`src/rtl/speed_gate_if.sv`:
```
// Request/response bundle of the two-gate speed stimulus generator.
// The controller (bench or calibration logic) is the master; the emulator is the slave.
interface speed_gate_if;
  logic        start;
  logic [13:0] speed_code;
  logic        sensor_a;
  logic        sensor_b;
  logic        busy;
  logic        done;
  logic        err;
  logic [23:0] ticks;

  modport master (
    output start, speed_code,
    input  sensor_a, sensor_b, busy, done, err, ticks
  );

  modport slave (
    input  start, speed_code,
    output sensor_a, sensor_b, busy, done, err, ticks
  );
endinterface

```
`src/rtl/speed_gate_emulator.sv`:
```
// Emits a sensor_a pulse, waits N = floor(K / speed_code) clocks, then a sensor_b pulse.
// N comes from a bit-serial restoring divider, so the path uses no multiplier or wide divider.
module speed_gate_emulator #(
  parameter int unsigned K        = 36_000_000,
  parameter int unsigned PULSE_W  = 12,
  parameter int unsigned MAX_CODE = 9999
) (
  input  logic        clk,
  input  logic        rst,
  speed_gate_if.slave gate
);

  localparam int unsigned QW = 26;
  localparam int unsigned RW = 15;
  localparam int unsigned DW = 14;
  localparam int unsigned TW = 24;

  localparam logic [QW-1:0] K_VEC    = QW'(K);
  localparam logic [TW-1:0] TICK_MAX = '1;
  localparam logic [TW-1:0] PW       = TW'(PULSE_W);
  localparam logic [DW-1:0] MAXC     = DW'(MAX_CODE);
  localparam logic [4:0]    LAST_BIT = 5'(QW - 1);

  typedef enum logic [2:0] {
    S_IDLE,
    S_DIV,
    S_LOAD,
    S_PULSE_A,
    S_WAIT,
    S_PULSE_B
  } state_t;

  state_t        state_q, state_d;
  logic [RW-1:0] rem_q,   rem_d;
  logic [QW-1:0] quo_q,   quo_d;
  logic [DW-1:0] div_q,   div_d;
  logic [4:0]    step_q,  step_d;
  logic [TW-1:0] cnt_q,   cnt_d;
  logic [TW-1:0] n_q,     n_d;
  logic [TW-1:0] ticks_q, ticks_d;
  logic          sa_q,    sa_d;
  logic          sb_q,    sb_d;
  logic          done_q,  done_d;
  logic          err_q,   err_d;

  logic [RW-1:0] trial;
  logic          fits;
  logic          code_bad;

  function automatic logic [TW-1:0] sat_ticks(input logic [QW-1:0] q);
    if (|q[QW-1:TW]) return TICK_MAX;
    return q[TW-1:0];
  endfunction

  // Remainder stays below the divisor (< 2^14), so its top bit is free to absorb the shift.
  assign trial    = {rem_q[RW-2:0], quo_q[QW-1]};
  assign fits     = (trial >= {1'b0, div_q});
  assign code_bad = (gate.speed_code == '0) || (gate.speed_code > MAXC);

  always_comb begin
    state_d = state_q;
    rem_d   = rem_q;
    quo_d   = quo_q;
    div_d   = div_q;
    step_d  = step_q;
    cnt_d   = cnt_q;
    n_d     = n_q;
    ticks_d = ticks_q;
    sa_d    = sa_q;
    sb_d    = sb_q;
    done_d  = 1'b0;
    err_d   = 1'b0;

    case (state_q)
      S_IDLE: begin
        if (gate.start) begin
          if (code_bad) begin
            err_d = 1'b1;
          end else begin
            div_d   = gate.speed_code;
            rem_d   = '0;
            quo_d   = K_VEC;
            step_d  = '0;
            state_d = S_DIV;
          end
        end
      end

      S_DIV: begin
        rem_d  = fits ? (trial - {1'b0, div_q}) : trial;
        quo_d  = {quo_q[QW-2:0], fits};
        step_d = step_q + 5'd1;
        if (step_q == LAST_BIT) state_d = S_LOAD;
      end

      S_LOAD: begin
        ticks_d = sat_ticks(quo_q);
        n_d     = sat_ticks(quo_q);
        cnt_d   = '0;
        state_d = S_PULSE_A;
      end

      // cnt_q holds the number of edges elapsed since the edge that raised sensor_a.
      S_PULSE_A: begin
        if (!sa_q) begin
          sa_d  = 1'b1;
          cnt_d = TW'(1);
        end else begin
          cnt_d = cnt_q + TW'(1);
          if (cnt_q == PW) begin
            sa_d    = 1'b0;
            state_d = S_WAIT;
          end
        end
      end

      S_WAIT: begin
        cnt_d = cnt_q + TW'(1);
        if (cnt_q == n_q) begin
          sb_d    = 1'b1;
          cnt_d   = TW'(1);
          state_d = S_PULSE_B;
        end
      end

      S_PULSE_B: begin
        cnt_d = cnt_q + TW'(1);
        if (cnt_q == PW) begin
          sb_d    = 1'b0;
          done_d  = 1'b1;
          cnt_d   = '0;
          state_d = S_IDLE;
        end
      end

      default: state_d = S_IDLE;
    endcase
  end

  always_ff @(posedge clk or negedge rst) begin
    if (!rst) begin
      state_q <= S_IDLE;
      rem_q   <= '0;
      quo_q   <= '0;
      div_q   <= '0;
      step_q  <= '0;
      cnt_q   <= '0;
      n_q     <= '0;
      ticks_q <= '0;
      sa_q    <= 1'b0;
      sb_q    <= 1'b0;
      done_q  <= 1'b0;
      err_q   <= 1'b0;
    end else begin
      state_q <= state_d;
      rem_q   <= rem_d;
      quo_q   <= quo_d;
      div_q   <= div_d;
      step_q  <= step_d;
      cnt_q   <= cnt_d;
      n_q     <= n_d;
      ticks_q <= ticks_d;
      sa_q    <= sa_d;
      sb_q    <= sb_d;
      done_q  <= done_d;
      err_q   <= err_d;
    end
  end

  assign gate.sensor_a = sa_q;
  assign gate.sensor_b = sb_q;
  assign gate.busy     = (state_q != S_IDLE);
  assign gate.done     = done_q;
  assign gate.err      = err_q;
  assign gate.ticks    = ticks_q;

endmodule

```
`src/flat_wrapper.sv`:
```
// flat-port wrapper written by rule: the top's interface ports become plain ports
module speed_gate_emulator_flat 
#(
  parameter int unsigned K        = 36_000_000,
  parameter int unsigned PULSE_W  = 12,
  parameter int unsigned MAX_CODE = 9999
)
  (clk, rst, gate_start, gate_speed_code, gate_sensor_a, gate_sensor_b, gate_busy, gate_done, gate_err, gate_ticks);
  speed_gate_if gate_i ();
  input  logic clk;
  input  logic rst;
  input wire logic [$bits(gate_i.start)-1:0] gate_start;
  input wire logic [$bits(gate_i.speed_code)-1:0] gate_speed_code;
  output wire logic [$bits(gate_i.sensor_a)-1:0] gate_sensor_a;
  output wire logic [$bits(gate_i.sensor_b)-1:0] gate_sensor_b;
  output wire logic [$bits(gate_i.busy)-1:0] gate_busy;
  output wire logic [$bits(gate_i.done)-1:0] gate_done;
  output wire logic [$bits(gate_i.err)-1:0] gate_err;
  output wire logic [$bits(gate_i.ticks)-1:0] gate_ticks;
  assign gate_i.start = gate_start;
  assign gate_i.speed_code = gate_speed_code;
  assign gate_sensor_a = gate_i.sensor_a;
  assign gate_sensor_b = gate_i.sensor_b;
  assign gate_busy = gate_i.busy;
  assign gate_done = gate_i.done;
  assign gate_err = gate_i.err;
  assign gate_ticks = gate_i.ticks;
  speed_gate_emulator #(.K(K), .PULSE_W(PULSE_W), .MAX_CODE(MAX_CODE)) u_core (.clk(clk), .rst(rst), .gate(gate_i));
endmodule
```
`config.mk`:
```
export PLATFORM = sky130hd
export DESIGN_NAME = speed_gate_emulator_flat
export DESIGN_NICKNAME = d
export VERILOG_FILES = /design/src/rtl/speed_gate_if.sv /design/src/rtl/speed_gate_emulator.sv /design/src/flat_wrapper.sv
export SDC_FILE = /design/constraint.sdc
export NUM_CORES = 1
export LEC_CHECK = 0
export CAP_MARGIN = 20
export CORE_ASPECT_RATIO = 1.5
export CORE_UTILIZATION = 50
export DETAILED_ROUTE_END_ITERATION = 6
export GPL_ROUTABILITY_DRIVEN = 1
export GPL_TIMING_DRIVEN = 0
export PLACE_DENSITY = 0.71
export SLEW_MARGIN = 20
export SYNTH_ARGS = -nofsm -noshare
export SYNTH_HDL_FRONTEND = slang
export SYNTH_SLANG_ARGS = --single-unit
```
`constraint.sdc`:
```
create_clock -name clk -period 2.2 [get_ports clk]
set_input_delay 0.22 -clock clk [delete_from_list [all_inputs] [get_ports clk]]
set_output_delay 0.22 -clock clk [all_outputs]
set_load 0.01 [all_outputs]
```
# [Yosys cells after proc, flatten, opt, wreduce, memory -nomap -nowiden]
# Cells that the tools add are included.
# W data, S select, Z words.
[totals] regBits=114 inputBits=17 out_inout_bits=29 word_cells=80
[op_classes] addsub=3 order_cmp=2 eq_ne=15 n_mux=36 bitwise_logic=1 n_reduce_logical=12
[ops] op="$mux W24" n=5
[ops] op="$pmux W24 S4" n=1
[ops] op="$mux W26" n=2
[ops] op="$pmux W26 S2" n=1
[ops] op="$mux W14" n=3
[ops] op="$pmux W14 S2" n=1
[ops] op="$add A24 B1 Y24 const B" n=1
[ops] op="$eq A24 B24 Y1" n=1
[ops] op="$eq A24 B4 Y1 const B" n=1
[ops] op="$mux W3" n=7
[ops] op="$pmux W3 S6" n=1
[ops] op="$ge A15 B14 Y1" n=1
[ops] op="$gt A14 B14 Y1 const B" n=1
[ops] op="$logic_not A14 Y1" n=1
[ops] op="$sub A14 B14 Y14" n=1
[ops] op="$mux W1" n=11
[ops] op="$mux W5" n=2
[ops] op="$ne A2 B1 Y1 const B" n=5
[ops] op="$pmux W5 S2" n=1
[ops] op="$reduce_and A3 Y1" n=3
[ops] op="$reduce_and A7 Y1" n=1
[ops] op="$eq A3 B2 Y1 const B" n=2
[ops] op="$eq A3 B3 Y1 const B" n=2
[ops] op="$add A5 B1 Y5 const B" n=1
[ops] op="11 further kinds" n=13

# [Logic depth before layout (Yosys ltp)]
[logic_depth] word_depth=5 ltp_mapped=11 mapped_depth_nobuf=11

# [Least setup slack after synthesis]
# OpenSTA, ideal clock, no wires.
[synth_timing] path_type="register -> register" startpoint="reg u_core.rem_q[6]" endpoint="reg u_core.rem_q[12]" setup_time_ns=0.134 arrival_ns=2.141 t_required_ns=2.066 setup_slack_ns=-0.075 path_stages_with_launch=11 n_path_buf=2 period_less_slack_ns=2.275 path_cell_list="dfrtp_1 ha_1 nand3_2 or4_1 nand3_1 nor4_1 a21o_1 buf_6 buf_8 a32oi_1 o31ai_1"
[synth_via] elab_chain_cells=3 word_cells_on_any_way=4 classes_between="add/sub: 1; order compare: 1; mux: 2"
[synth_lines] element="start, declared" line="speed_gate_emulator.sv:34" text="logic [RW-1:0] rem_q, rem_d;"
[synth_lines] element="start signal, assigned" line="speed_gate_emulator.sv:156" text="rem_q <= rem_d;"
[synth_lines] element="$sub A14 B14 Y14 or $ge A15 B14 Y1 (tied branches)" line="speed_gate_emulator.sv:90, speed_gate_emulator.sv:57"
[synth_lines] element="$mux W14 *" line="speed_gate_emulator.sv:90" text="rem_d = fits ? (trial - {1'b0, div_q}) : trial;"
[synth_lines] element="$pmux W14 S2 *" line="speed_gate_emulator.sv:74" text="case (state_q)"
# Mark *: on every way between the ends. The rest lies on a longest branch, timed or not.
# A chain may end at the register's enable or synchronous reset.

# [Final worst setup path]
[layout_timing] startpoint="reg u_core.cnt_q[0]" endpoint="reg u_core.cnt_q[22]"
[layout_via] elab_chain_cells=3 word_cells_on_any_way=7 classes_between="add/sub: 1; eq/ne: 2; mux: 4"
[layout_lines] element="start, declared" line="speed_gate_emulator.sv:38" text="logic [TW-1:0] cnt_q, cnt_d;"
[layout_lines] element="start signal, assigned" line="speed_gate_emulator.sv:160" text="cnt_q <= cnt_d;"
[layout_lines] element="$add A24 B1 Y24 (tied with other cells)" line="speed_gate_emulator.sv:109, speed_gate_emulator.sv:118, speed_gate_emulator.sv:127"
[layout_lines] element="$mux W24 (on tied branches)" line="speed_gate_emulator.sv:128, speed_gate_emulator.sv:105, speed_gate_emulator.sv:119"
[layout_lines] element="$pmux W24 S4 *" line="speed_gate_emulator.sv:74"
# Marked as above.

==> results.sh <==
export IMPL_outcome="finished with violations"
export IMPL_violations="negative setup slack"
export IMPL_period_needed_ps=2412
export IMPL_cts_buffer_depth=2
export IMPL_finalSetupViolations=38
export IMPL_grt_total_usage=0.2900
export IMPL_gp_congestion=0.9019
export IMPL_synth_cells=693
export IMPL_setup_tns_ps=-5205
export IMPL_start_kind="register"
export IMPL_wire_per_inst_um=18.92
export IMPL_num_io_pins=46
export IMPL_synthArstFlopShare=1.000
export IMPL_relSlewSlack=0.5681
export IMPL_synth_area_leaders="dfrtp_1 (46%), nand2_1 (6.0%), o21ai_0 (5.2%), xor2_1 (5.0%), nor2_1 (4.3%)"
export IMPL_core_region_area_mm2=0.01202
export IMPL_cp_max_fo=5
export IMPL_syn_cell_area_mm2=0.006172
export IMPL_hold_viol_final=0
export IMPL_slew_viol_final=0
export IMPL_row_count=49
export IMPL_die_x_um=92.72
export IMPL_start_util=0.5136
export IMPL_power_density_mw_per_mm2=579.8
export IMPL_area_growth_pct=34.28
export IMPL_finalPower_mw=4.805
export IMPL_grt_max_degree=78
export IMPL_hp_class="in -> async"
export IMPL_vias=5635
export IMPL_fin_area_mm2=0.008288
export IMPL_synthTopCellsByCount="dfrtp_1 (114), nand2_1 (98), nor2_1 (71), o21ai_0 (64), a21oi_1 (37)"
export IMPL_dieArea_mm2=0.01280
export IMPL_io_buffers=45
export IMPL_reg2reg_to="u_core.cnt_q[22]"
export IMPL_drt_wl_total_um=18200
export IMPL_ant_nets=0
export IMPL_hpwl_um=12060
export IMPL_final_setup_skew_ps=6.944
export IMPL_ys_ff_latch=114
export IMPL_p_leak_nw=3.528
export IMPL_layout_drive_gt1_share=0.2176
export IMPL_cp_end_kind="register"
export IMPL_yosys_area_top_type="dfrtp_1"
export IMPL_seq_area_frac_synth=0.4622
export IMPL_rsz0062_at_grt="yes"
export IMPL_seq_area_mm2=0.002863
export IMPL_path_clk_slew_ps=50
export IMPL_synth_most_common_cell="dfrtp_1"
export IMPL_critPathArrivalTime_ps=2700
export IMPL_regToRegSetupSlack_ps=-210
export IMPL_die_y_um=138.1
export IMPL_htree_levels=4
export IMPL_fmax_mhz=414.6
export IMPL_synth_net_count=730
export IMPL_tightest_slew_ps=647.8
export IMPL_yosys_most_used_dff="dfrtp_1"
export IMPL_cts_made_buffers=17
export IMPL_clkSinkCount=114
export IMPL_drv_cap=0
export IMPL_dr_first_iter_drc_count=256
export IMPL_remaining_drc_errors=0
export IMPL_placed_area_mm2=0.006922
export IMPL_grt_pass1_wl_um=28540
export IMPL_overflow=0
export IMPL_reg2regPathDepth=12
export IMPL_multi_input_area_mm2=0.003458
export IMPL_worstReg2RegStart="u_core.cnt_q[0]"
export IMPL_fin_cells=962
export IMPL_fin_crit_sh=1.096
export IMPL_synth_top_area_frac=0.4622
export IMPL_clockRootBuffer="clkbuf_16"
export IMPL_synth_distinct_cells=59
export IMPL_viasPerCell=5.858
export IMPL_setup_slack_ps=-211.7
export IMPL_antenna_found_initial=0
export IMPL_vdd_drop_max_mv=0.4469
export IMPL_drtPass1Iterations=5
export IMPL_grt_pass1_vias=5794
export IMPL_nets=835
export IMPL_dp_cells=892
export IMPL_n_antenna_cell=0
export IMPL_synth_edf_count=0
export IMPL_postLayoutCoreUtil=0.6897
export IMPL_fillers=945
export IMPL_syn_avg_cell_area_um2=8.906
export IMPL_crit_type="reg -> reg"
export IMPL_cts_tree="yes"
export IMPL_synth_warnings=0
export IMPL_clk_latency_ps=410
export IMPL_required_ps=2480
repair_timing:
action / in CTS / in global routing
gates resized for setup: 70 / 50
gates cloned: 4 / 0
setup buffers: 27 / 13
setup endpoints to repair: 84 / 89
hold endpoints to repair: 37 / 0
hold buffers: 1 / 0
pin swaps: 39 / 14
cell families after synthesis:
| kind of cell | Yosys count | synth area share |
|---|---|---|
| and+or+nand+nor | 271 | 0.2052 |
| DFF | 114 | 0.4622 |
| buffers and inverters | 67 | 0.04926 |
| adders and majority gates | 20 | 0.04176 |
| xor gates and xnor gates | 40 | 0.05676 |
| muxes | 16 | 0.02615 |
| AOI/OAI and AO/OA | 165 | 0.1587 |
report_power, final:
part / switching [mW] / total, mW / internal [mW]
Sequential: 0 / 2.10 / 2.10
Clock: 0.906 / 2.62 / 1.71
Combinational: 0.0547 / 0.0889 / 0.0341
Total: 0.961 / 4.81 / 3.84
metrics by stage:
step | worst slack, ps | hold WS, ps
2_1_floorplan | -4.754 | -75.59
3_3_place_gp | -3480 | 479.8
3_5_place_dp | -700.0 | 155.9
4_1_cts | -158.7 | 298.3
5_1_grt | -255.2 | 314.2
6_report | -211.7 | 292.9
per-layer routing:
metal	part of all wire	track usage	up-vias
met4	0.074	0.2162	0
met3	0.037	0.06491	86
met2	0.53	0.5111	205
met1	0.35	0.2924	2722
li1	-	-	2622
met5	0	0	-
cells in the final DEF (no fill, tap or decap), drive strengths merged, types with 6 or more instances in the layout:
master / n
ha: 19
clkbuf: 49
a21oi: 38
o31ai: 6
and3: 6
mux2i: 15
clkdlybuf4s50: 44
xor2: 35
o21ai: 83
nand3: 14
nand2: 100
nor3: 20
dfrtp: 114
nor4: 14
nor2: 73
a21o: 7
nand4: 13
buf: 56
inv: 27
cell type report:
| class | instances | area share |
|---|---|---|
| well taps | 153 | 0.02310 |
| repair buffers | 90 | 0.1091 |
| clock buffers | 25 | 0.06220 |
| plain buffers | 35 | 0.02461 |
| clock inverters | 5 | 0.006039 |
| inverters | 27 | 0.01223 |
| multi-input cells | 513 | 0.4173 |
| flip-flops and latches | 114 | 0.3454 |
sequential cells by signal (all words and copies together), names as in the netlist:
register and flops:
u_core.div_q 14, u_core.n_q 24, u_core.gate.err 1, u_core.quo_q 26, u_core.gate.sensor_b 1, u_core.cnt_q 24, u_core.step_q 5, u_core.gate.sensor_a 1
u_core.state_q 3, u_core.gate.done 1, u_core.rem_q 14
worst max-delay path, cell delays in order, from the launching register on:
cell and delay, ps:
dfrtp_2 450, inv_2 90, ha_4 140, nor4b_4 170, nand4_1 260, o31a_1 400
o32ai_4 140, buf_12 170, buf_8 120, buf_6 90, a211oi_2 30, o21ai_1 130
o21ai_1 80
worst max-delay path by stage:
stage | from | endpoint | slack [ps] | cells after the start
after floorplan | u_core.div_q[6] | u_core.rem_q[5] | -5 | 11
after global placement | rst | u_core.div_q[8] | -3480 | 1
after detailed placement | gate_speed_code[5] | u_core.div_q[0] | -700 | 8
after CTS | u_core.quo_q[25] | u_core.rem_q[12] | -160 | 11
after global routing | u_core.quo_q[25] | u_core.rem_q[6] | -260 | 12
final | u_core.cnt_q[0] | u_core.cnt_q[22] | -210 | 12
Note: power is estimated with default switching activity, not from simulation.
